==> src/rtl/stopwatch_pkg.sv <==
// Shared types for the stopwatch controller: state encoding, counter field widths
// and the lap time record.
package stopwatch_pkg;
  localparam int SEC_W  = 7;
  localparam int MIN_W  = 7;
  localparam int HOUR_W = 5;

  typedef enum logic [1:0] {
    ST_IDLE  = 2'b00,
    ST_RUN   = 2'b01,
    ST_PAUSE = 2'b10
  } sw_state_e;

  typedef struct packed {
    logic [HOUR_W-1:0] hour;
    logic [MIN_W-1:0]  min;
    logic [SEC_W-1:0]  sec;
  } lap_time_t;
endpackage

==> src/rtl/lap_fifo.sv <==
// Lap capture FIFO: synchronous, power-of-two depth, with flush.
// A push into a full FIFO is accepted only when a pop frees a slot on the same edge.
module lap_fifo
  import stopwatch_pkg::*;
#(
  parameter int DEPTH = 4,
  localparam int AW = $clog2(DEPTH),
  localparam int CW = AW + 1
) (
  input  logic          clk,
  input  logic          reset,
  input  logic          push_i,
  input  lap_time_t     din_i,
  input  logic          pop_i,
  input  logic          flush_i,
  output lap_time_t     dout_o,
  output logic [CW-1:0] count_o,
  output logic          full_o,
  output logic          empty_o
);
  lap_time_t     mem_q [DEPTH];
  logic [AW-1:0] wr_q, rd_q;
  logic [CW-1:0] cnt_q;
  logic          pop_eff, push_eff;

  assign empty_o  = (cnt_q == '0);
  assign full_o   = (cnt_q == CW'(DEPTH));
  assign pop_eff  = pop_i && !empty_o;
  assign push_eff = push_i && (!full_o || pop_eff);
  assign count_o  = cnt_q;
  assign dout_o   = empty_o ? '0 : mem_q[rd_q];

  always_ff @(posedge clk) begin
    if (push_eff && !flush_i && !reset) mem_q[wr_q] <= din_i;
  end

  always_ff @(posedge clk) begin
    if (reset || flush_i) begin
      wr_q  <= '0;
      rd_q  <= '0;
      cnt_q <= '0;
    end else begin
      if (push_eff) wr_q <= wr_q + 1'b1;
      if (pop_eff)  rd_q <= rd_q + 1'b1;
      case ({push_eff, pop_eff})
        2'b10:   cnt_q <= cnt_q + 1'b1;
        2'b01:   cnt_q <= cnt_q - 1'b1;
        default: cnt_q <= cnt_q;
      endcase
    end
  end
endmodule

==> src/rtl/stopwatch_ctrl.sv <==
// Stopwatch sequencer: start/lap FSM, one-second prescaler and lap capture.
// Define STOPWATCH_ALARM_EN to enable the sticky alarm ring output.
module stopwatch_ctrl
  import stopwatch_pkg::*;
#(
  parameter int TICK_DIV  = 100000000,
  parameter int LAP_DEPTH = 4
) (
  input  logic                       clk,
  input  logic                       reset,
  input  logic                       btn_start,
  input  logic                       btn_lap,
  input  logic [SEC_W-1:0]           cur_sec,
  input  logic [MIN_W-1:0]           cur_min,
  input  logic [HOUR_W-1:0]          cur_hour,
  output logic                       tick_en,
  output logic                       clr,
  output logic                       rec_stb,
  output logic [1:0]                 state,
  output logic                       lap_valid,
  input  logic                       lap_ready,
  output logic [SEC_W-1:0]           lap_sec,
  output logic [MIN_W-1:0]           lap_min,
  output logic [HOUR_W-1:0]          lap_hour,
  output logic [$clog2(LAP_DEPTH):0] lap_count,
  output logic                       lap_ovf,
  input  logic [SEC_W-1:0]           alarm_sec,
  input  logic [MIN_W-1:0]           alarm_min,
  input  logic [HOUR_W-1:0]          alarm_hour,
  input  logic                       alarm_arm,
  output logic                       ring
);
  localparam int PW = $clog2(TICK_DIV);

  sw_state_e state_q;
  logic [PW-1:0] presc_q, presc_d;
  logic tick_en_q, clr_q, rec_stb_q, ovf_q;
  logic lap_act, do_lap, do_clr, presc_wrap, push, pop;
  logic fifo_full, fifo_empty;
  lap_time_t head, cur;

  assign cur = '{hour: cur_hour, min: cur_min, sec: cur_sec};

  always_comb begin
    // start wins when both buttons arrive together
    lap_act    = btn_lap && !btn_start;
    do_lap     = (state_q == ST_RUN) && lap_act;
    do_clr     = (state_q == ST_PAUSE) && lap_act;
    presc_wrap = (presc_q == PW'(TICK_DIV - 1));
    pop        = lap_valid && lap_ready;
    push       = do_lap && (!fifo_full || pop);
    presc_d    = presc_q;
    if (state_q == ST_IDLE || do_clr) presc_d = '0;
    else if (state_q == ST_RUN)       presc_d = presc_wrap ? '0 : presc_q + 1'b1;
  end

  always_ff @(posedge clk) begin
    if (reset) begin
      state_q   <= ST_IDLE;
      presc_q   <= '0;
      tick_en_q <= 1'b0;
      clr_q     <= 1'b0;
      rec_stb_q <= 1'b0;
      ovf_q     <= 1'b0;
    end else begin
      presc_q   <= presc_d;
      tick_en_q <= (state_q == ST_RUN) && presc_wrap;
      clr_q     <= do_clr;
      rec_stb_q <= push;
      if (do_clr)              ovf_q <= 1'b0;
      else if (do_lap && !push) ovf_q <= 1'b1;
      case (state_q)
        ST_IDLE:  if (btn_start) state_q <= ST_RUN;
        ST_RUN:   if (btn_start) state_q <= ST_PAUSE;
        ST_PAUSE: if (btn_start) state_q <= ST_RUN;
                  else if (btn_lap) state_q <= ST_IDLE;
        default:  state_q <= ST_IDLE;
      endcase
    end
  end

  lap_fifo #(.DEPTH(LAP_DEPTH)) u_fifo (
    .clk     (clk),
    .reset   (reset),
    .push_i  (push),
    .din_i   (cur),
    .pop_i   (pop),
    .flush_i (do_clr),
    .dout_o  (head),
    .count_o (lap_count),
    .full_o  (fifo_full),
    .empty_o (fifo_empty)
  );

  assign state     = state_q;
  assign tick_en   = tick_en_q;
  assign clr       = clr_q;
  assign rec_stb   = rec_stb_q;
  assign lap_ovf   = ovf_q;
  assign lap_valid = !fifo_empty;
  assign lap_sec   = head.sec;
  assign lap_min   = head.min;
  assign lap_hour  = head.hour;

`ifdef STOPWATCH_ALARM_EN
  logic ring_q;
  always_ff @(posedge clk) begin
    if (reset || do_clr) ring_q <= 1'b0;
    else if (state_q == ST_RUN && alarm_arm &&
             cur_sec == alarm_sec && cur_min == alarm_min && cur_hour == alarm_hour)
      ring_q <= 1'b1;
  end
  assign ring = ring_q;
`else
  logic unused_alarm;
  assign unused_alarm = ^{alarm_arm, alarm_sec, alarm_min, alarm_hour};
  assign ring = 1'b0;
`endif
endmodule

==> config.mk <==
export PLATFORM = sky130hd
export DESIGN_NAME = stopwatch_ctrl
export DESIGN_NICKNAME = d
export VERILOG_FILES = /design/src/rtl/stopwatch_pkg.sv /design/src/rtl/lap_fifo.sv /design/src/rtl/stopwatch_ctrl.sv
export SDC_FILE = /design/constraint.sdc
export NUM_CORES = 1
export LEC_CHECK = 0
export ABC_CLOCK_PERIOD_IN_PS = 2800
export BUFFER_PORTS_ARGS = -buffer_cell sky130_fd_sc_hd__buf_2
export CAP_MARGIN = 20
export CORE_ASPECT_RATIO = 1.4
export CORE_MARGIN = 2
export CORE_UTILIZATION = 55
export DETAILED_ROUTE_END_ITERATION = 7
export PLACE_DENSITY_LB_ADDON = 0.05
export SLEW_MARGIN = 40
export SYNTH_ARGS = -nofsm -noshare
export SYNTH_HDL_FRONTEND = slang
export SYNTH_SLANG_ARGS = --single-unit
==> constraint.sdc <==
create_clock -name clk -period 2.8 [get_ports clk]
set_input_delay 0.42 -clock clk [delete_from_list [all_inputs] [get_ports clk]]
set_output_delay 0.42 -clock clk [all_outputs]
set_load 0.03 [all_outputs]
## Word level (Yosys, flattened, before mapping)

Memory sizes are Yosys's and may differ from the RTL's. A register that Yosys moved wholly into a read port is not among the register bits.
Cells that the tools add are included.

| word-level totals | value |
|---|---|
| input bits | 44 |
| register bits after elaboration | 40 |
| memories | 1 |
| bits in writable memories | 76 |
| output and inout port bits | 30 |

Memories:

| name | words | width | read ports | clocked after Yosys merged registers in | wr ports | RTL line | source |
|---|---|---|---|---|---|---|---|
| u_fifo.mem_q | 4 | 19 | 1 | 1 | 1 | lap_fifo.sv:21 | `lap_time_t mem_q [DEPTH];` |

| cells by class | value |
|---|---|
| equal/unequal tests | 9 |
| reduce and logical (&&, ||, !) cells | 27 |
| add/subtract/negate cells | 5 |
| multiplexer cells | 12 |

Operator list:

| operator | count |
|---|---|
| adder 27 x 1 -> 27 bit, second input constant | 1 |
| equality test 27 bit, second input constant | 1 |
| 2-to-1 mux 27 bit | 1 |
| 2-to-1 mux 19 bit | 1 |
| 2-to-1 mux 2 bit | 6 |
| logical AND 1 bit | 11 |
| logical NOT 1 bit | 6 |
| one-hot mux 2 bit (3 select lines) | 1 |
| one-hot mux 3 bit (2 select lines) | 1 |
| adder 2 x 1 -> 2 bit, second input constant | 2 |
| equality test 2 x 1 -> 1 bit, second input constant | 2 |
| equality test 2 bit, second input constant | 2 |
| logical OR 1 bit | 4 |
| != test 2 bit, second input constant | 2 |
| OR reduction 2 bit | 2 |
| adder 3 x 1 -> 3 bit, second input constant | 1 |
| equality test 3 bit, second input constant | 1 |
| logical NOT 3 bit | 1 |
| != test 3 bit, second input constant | 1 |
| AND reduction 3 bit | 1 |
| subtractor 3 x 1 -> 3 bit, second input constant | 1 |
| logical NOT 2 bit | 1 |
| 2-to-1 mux 1 bit | 2 |
| nonzero test 2 bit | 1 |

## Logic depth before layout (Yosys ltp)

| depth | value |
|---|---|
| word-level depth | 10 |
| mapped depth | 10 |
| gate-level depth less buffers | 9 |

## By module

Synthesis repeated with hierarchy kept, for this count alone.

| second synthesis, totals | value |
|---|---|
| cells, all modules | 395 |
| area, all modules | 5449.0 um2 |

Modules (own cells, without submodules):

| module | instances | area each (um2) | cells each |
|---|---|---|---|
| lap_fifo | 1 | 3578.4 | 189 |
| stopwatch_ctrl | 1 | 1870.5 | 206 |

## Worst setup path after synthesis

OpenSTA, ideal clock, no wires.

| timing path | value |
|---|---|
| path kind | register to register |
| start point | register state_q[0], in the netlist state[0] |
| end point | memory u_fifo.mem_q[0][0] in the netlist's numbering, enable pin |
| buffers on the path | 1 |
| setup time | 377 ps |
| path slack | 380 ps |
| cell stages (with the launch flop) | 7 |
| arrival time | 2043 ps |
| period minus slack after synthesis | 2420 ps |
| cell sequence | dfxtp_1 > buf_6 > nand2b_4 > nor4b_1 > inv_1 > nor2_1 > and2_1 |

| between the ends | value |
|---|---|
| longest elaborated chain between the ends | 8 |
| elaborated cells between the ends (all ways) | 11 |
| those cells by class | eq/ne (2); mux (2); reduce/logical (7) |

RTL lines:

| what | RTL line | source |
|---|---|---|
| start, declared | stopwatch_ctrl.sv:35 | `sw_state_e state_q;` |
| start signal, assigned | stopwatch_ctrl.sv:59 | `state_q <= ST_IDLE;` |
| start signal, assigned | stopwatch_ctrl.sv:73 | `ST_IDLE: if (btn_start) state_q <= ST_RUN;` |
| start signal, assigned | stopwatch_ctrl.sv:74 | `ST_RUN: if (btn_start) state_q <= ST_PAUSE;` |
| equality test 2 x 1 -> 1 bit | stopwatch_ctrl.sv:47 | `do_lap = (state_q == ST_RUN) && lap_act;` |
| logical AND 1 bit | stopwatch_ctrl.sv:47 |  |
| logical AND 1 bit | stopwatch_ctrl.sv:51 | `push = do_lap && (!fifo_full \|\| pop);` |
| logical AND 1 bit | lap_fifo.sv:29 | `assign push_eff = push_i && (!full_o \|\| pop_eff);` |
| logical AND 1 bit * (2 in series) | lap_fifo.sv:34 | `if (push_eff && !flush_i && !reset) mem_q[wr_q] <= din_i;` |
| 2-to-1 mux 1 bit * | lap_fifo.sv:34 |  |
| 2-to-1 mux 1 bit (implied by the code) * | lap_fifo.sv:34 |  |
| end, declared | lap_fifo.sv:21 |  |

Every way passes the cells marked *; elsewhere a longest branch is shown, timed or not.

## Worst setup path after layout

| timing path | value |
|---|---|
| start point | register u_fifo.cnt_q[0], in the netlist u_fifo.count_o[0] |
| end point | register u_fifo.cnt_q[2], in the netlist u_fifo.count_o[2] |

| between the ends | value |
|---|---|
| longest elaborated chain between the ends | 8 |
| elaborated cells between the ends (all ways) | 16 |
| those cells by class | add/sub (2); eq/ne (3); mux (1); reduce/logical (10) |

RTL lines:

| what | RTL line | source |
|---|---|---|
| start, declared | lap_fifo.sv:23 | `logic [CW-1:0] cnt_q;` |
| start signal, assigned | lap_fifo.sv:46 | `2'b10: cnt_q <= cnt_q + 1'b1;` |
| start signal, assigned | lap_fifo.sv:47 | `2'b01: cnt_q <= cnt_q - 1'b1;` |
| start signal, assigned | lap_fifo.sv:48 | `default: cnt_q <= cnt_q;` |
| logical NOT 3 bit | lap_fifo.sv:26 | `assign empty_o = (cnt_q == '0);` |
| logical NOT 1 bit | lap_fifo.sv:28, stopwatch_ctrl.sv:100 |  |
| logical AND 1 bit | stopwatch_ctrl.sv:50 | `pop = lap_valid && lap_ready;` |
| logical OR 1 bit or logical AND 1 bit (tied branches) | stopwatch_ctrl.sv:51, lap_fifo.sv:28 |  |
| logical AND 1 bit or logical OR 1 bit (tied branches) | stopwatch_ctrl.sv:51, lap_fifo.sv:29 |  |
| logical AND 1 bit | lap_fifo.sv:29 |  |
| equality test 2 x 1 -> 1 bit or equality test 2 bit (tied branches) | lap_fifo.sv:45 | `case ({push_eff, pop_eff})` |
| one-hot mux 3 bit (2 select lines) or nonzero test 2 bit (tied branches) | - |  |

Parallel ways exist; a longest one is shown, timed or not.
A chain may end at the register's enable or synchronous reset.

==> run summary <==
======================================================================================
Status                                                                    finished, final reports clean
Least-Margin Pin Slew                                                         0.547 ns
Vias in the first global route                                                    3043
Fraction of registers with async set/reset                                          0%
Global-route wire length before repair                                         15.0 mm
Post-synthesis sequential element count                                            118
HPWL Detailed                                                                  5.96 mm
Cell area after synthesis                                                     4910 um2
GR met2 Demand/Resource                                                          34.8%
Post-CTS repair timing setup buffer count                                            0
Synth-to-layout area growth                                                      19.4%
Final routed wire length divided by cell count                                 16.6 um
Vias per cell                                                                     5.67
Total via count in the routed design                                              3060
Clock tree from TritonCTS                                                         done
RSZ-0062 raised after global routing                                                no
Type of the setup path with the least slack                                 reg -> reg
Critical path capture point type                                                  flop
Later-pin clock latency in the skew report                                     0.40 ns
RePlAce Congestion                                                               0.794
Final Hold Vio Count                                                                 0
Met1 track utilization from global routing                                       23.6%
Number of iterations in the first detailed-routing pass                              4
Remaining Overflow, GRT                                                              0
Maximum number of pins on one net before global-route repair                        22
Classification of the worst-slack hold path                                  in -> reg
Clock-pin slew on the worst setup and hold paths                               0.05 ns
Number of buffers on the longest clock path                                          2
Data arrival time of the worst path                                            2.82 ns
Count of max-cap constraint violations                                               0
Synthesized instance count                                                         354
Busiest layer in global routing                                                   met2
Placed instance area                                                          5370 um2
First DRT Iteration DRCs                                                           191
Leakage power                                                                  2.03 nW
Proportion of layout cells with a drive suffix above 1                           26.9%
Antenna Violating Nets Remaining                                                     0
Number of max-slew violations in the final report                                    0
Count of input and output buffers                                                   52
Residual DRC count                                                                   0
Area of the die                                                               9710 um2
EDFF count, synth                                                                   76
Sequential cell area fraction in the yosys report                                63.6%
Power per Cell Area                                                         690 nW/um2
Peak per-stage delay on the critical path                                      0.53 ns
Count of synthesis-stage warnings from yosys                                         0
CTS root buffer                                                           sky130_fd_sc_hd__clkbuf_16
GR Util met3                                                                     6.55%
Flip-flop cell with the highest count after synthesis                     sky130_fd_sc_hd__edfxtp_1
Hold_buf cts                                                                         0
Tot Pwr                                                                        4.04 mW
Final antenna diode count                                                            0
Fmax                                                                           401 MHz
Number of top-level design ports                                                    74
# resized after CTS                                                                  0
Final setup fails                                                                    0
Kind of cell adding the most delay to the critical path                   simple AND/OR/NAND/NOR gates
Post-Route WL                                                                  8.95 mm
Post-route core utilization                                                      68.1%
Final cycle utilization of the critical path                                     89.1%
Largest fanout on the critical path                                                  5
Count of clock tree sinks                                                          118
Synth area leaders                                                        sky130_fd_sc_hd__edfxtp_1, sky130_fd_sc_hd__dfxtp_1, sky130_fd_sc_hd__mux4_2
Synth Net Count                                                                    405
CP max stage cell                                                         sky130_fd_sc_hd__nor4b_1
Initial core utilization                                                         57.1%
Period minus WS final                                                          2.49 ns
Startpoint types                                                                  flop
Total Negative Setup Slacks                                                       0 ns
Layout Nets                                                                        473
Top-area cell type share of the netlist area                                     46.5%
Headroom to the max-slew limit                                                   63.0%
Area inside the core boundary                                                 8610 um2
Total number of placement rows                                                      40
Worst setup skew after layout                                               0.00576 ns
Cell accounting for the most synthesized area                             sky130_fd_sc_hd__edfxtp_1
Number of distinct standard cells referenced by the synthesized netlist             44
Die span in x                                                                  83.9 um
Number of buffers created by CTS                                                    17
Register-to-register path setup slack                                          0.31 ns
Mean post-synth cell area                                                     13.9 um2
Initial antenna violation count                                                      0
Cell Chain, Critical Path                                                 nor4b_1, nor4b_1, inv_1, ha_1, inv_1, fa_1, xor2_1, or3_1, a21oi_1
Maximum level of the CTS H-tree                                                      4
Global-route usage over all layers                                               20.4%
Maximum resistive drop on vdd                                                 0.577 mV
CP Buf/Inv Count                                                                     2
Final Cell Area                                                               5870 um2
Critical path data required time                                               3.13 ns
Chip height                                                                     116 um
======================================================================================
[path summary, 6_finish.rpt]
check | start | cells past startpoint | endpoint
min | cur_sec[3] | 1 | u_fifo.mem_q[1][3]$_DFFE_PP_
max reg2reg | u_fifo.count_o[0]$_SDFFE_PP0P_ | 9 | u_fifo.count_o[2]$_SDFFE_PP0P_
max | u_fifo.count_o[0]$_SDFFE_PP0P_ | 9 | u_fifo.count_o[2]$_SDFFE_PP0P_
min reg2reg | lap_ovf$_SDFFE_PP0P_ | 2 | lap_ovf$_SDFFE_PP0P_
[sequential cells by signal, summed over array words and instances (netlist names), named ones only]
| signal | flops |
|---|---|
| u_fifo.mem_q | 76 |
| clr | 1 |
| u_fifo.rd_q | 2 |
| rec_stb | 1 |
| presc_q | 27 |
| u_fifo.wr_q | 2 |
| state | 2 |
| lap_ovf | 1 |
| u_fifo.count_o | 3 |
| tick_en | 1 |
[routing by layer]
metal / routed length [um] / share of wire (%)
met1: 3690 / 41
met2: 4710 / 53
met3: 370 / 4.1
met4: 177 / 2.0
met5: 0 / 0
[synthesized netlist by cell type (all sizes together) (5+ instances only)]
master,number
or4,14
edfxtp,76
o31ai,12
buf,9
xor2,8
inv,12
clkbuf,7
o21ai,5
nand3,9
nand2,14
ha,6
a21oi,20
or3,9
and2,24
nor2,26
nand4,6
xnor2,6
dfxtp,42
mux4,19
[per-stage QoR]
stage | instances | setup slack, ns | hold WS, ns
after CTS | 540 | 0.322 | 0.217
final | 540 | 0.306 | 0.234
after global placement | 508 | 0.268 | 0.465
after floorplan | 354 | 0.380 | 0.447
after global routing | 540 | 0.0944 | 0.220
after detailed placement | 508 | 0.208 | 0.478
[layout make-up]
cell class                      instances  area (um2)
Multi-Input combinational cell        208        1660
Clock inverter                         12        63.8
Tap cell                              105         131
Fill cell                             654        2740
Inverter                               12        45.0
Timing Repair Buffer                   65         408
Sequential cell                       118        3120
Clock buffer                           20         437
[cell usage in the layout (no fill, tap or decap), drive strengths merged, types with 12 or more instances in the layout]
| cell | n |
|---|---|
| dfxtp | 42 |
| or4 | 14 |
| buf | 65 |
| and2 | 24 |
| clkbuf | 20 |
| a21oi | 20 |
| o31ai | 12 |
| mux4 | 19 |
| nor2 | 26 |
| edfxtp | 76 |
| nand2 | 14 |
| inv | 12 |
[power by group]
| group | internal [mW] | leakage (nW) | switching [mW] | total [mW] |
|---|---|---|---|---|
| Clock | 1.10 | 0.242 | 0.682 | 1.79 |
| Sequential | 1.87 | 1.02 | 0.0124 | 1.88 |
| Combinational | 0.143 | 0.765 | 0.234 | 0.377 |
[kinds of logic (layout without fill, tap and decap cells)]
family | count (synthesis) | after routing | share of synthesized area (%)
AOI/OAI and AO/OA | 41 | 41 | 5.09
xor gates and xnor gates | 14 | 14 | 2.50
adders and majority gates | 7 | 7 | 1.94
buffers and inverters | 28 | 109 | 2.67
DFF | 118 | 118 | 63.6
muxes | 20 | 20 | 8.94
other | 1 | 1 | 0.0763
and+or+nand+nor | 125 | 125 | 15.2
Power figures use the tool's default switching activity.
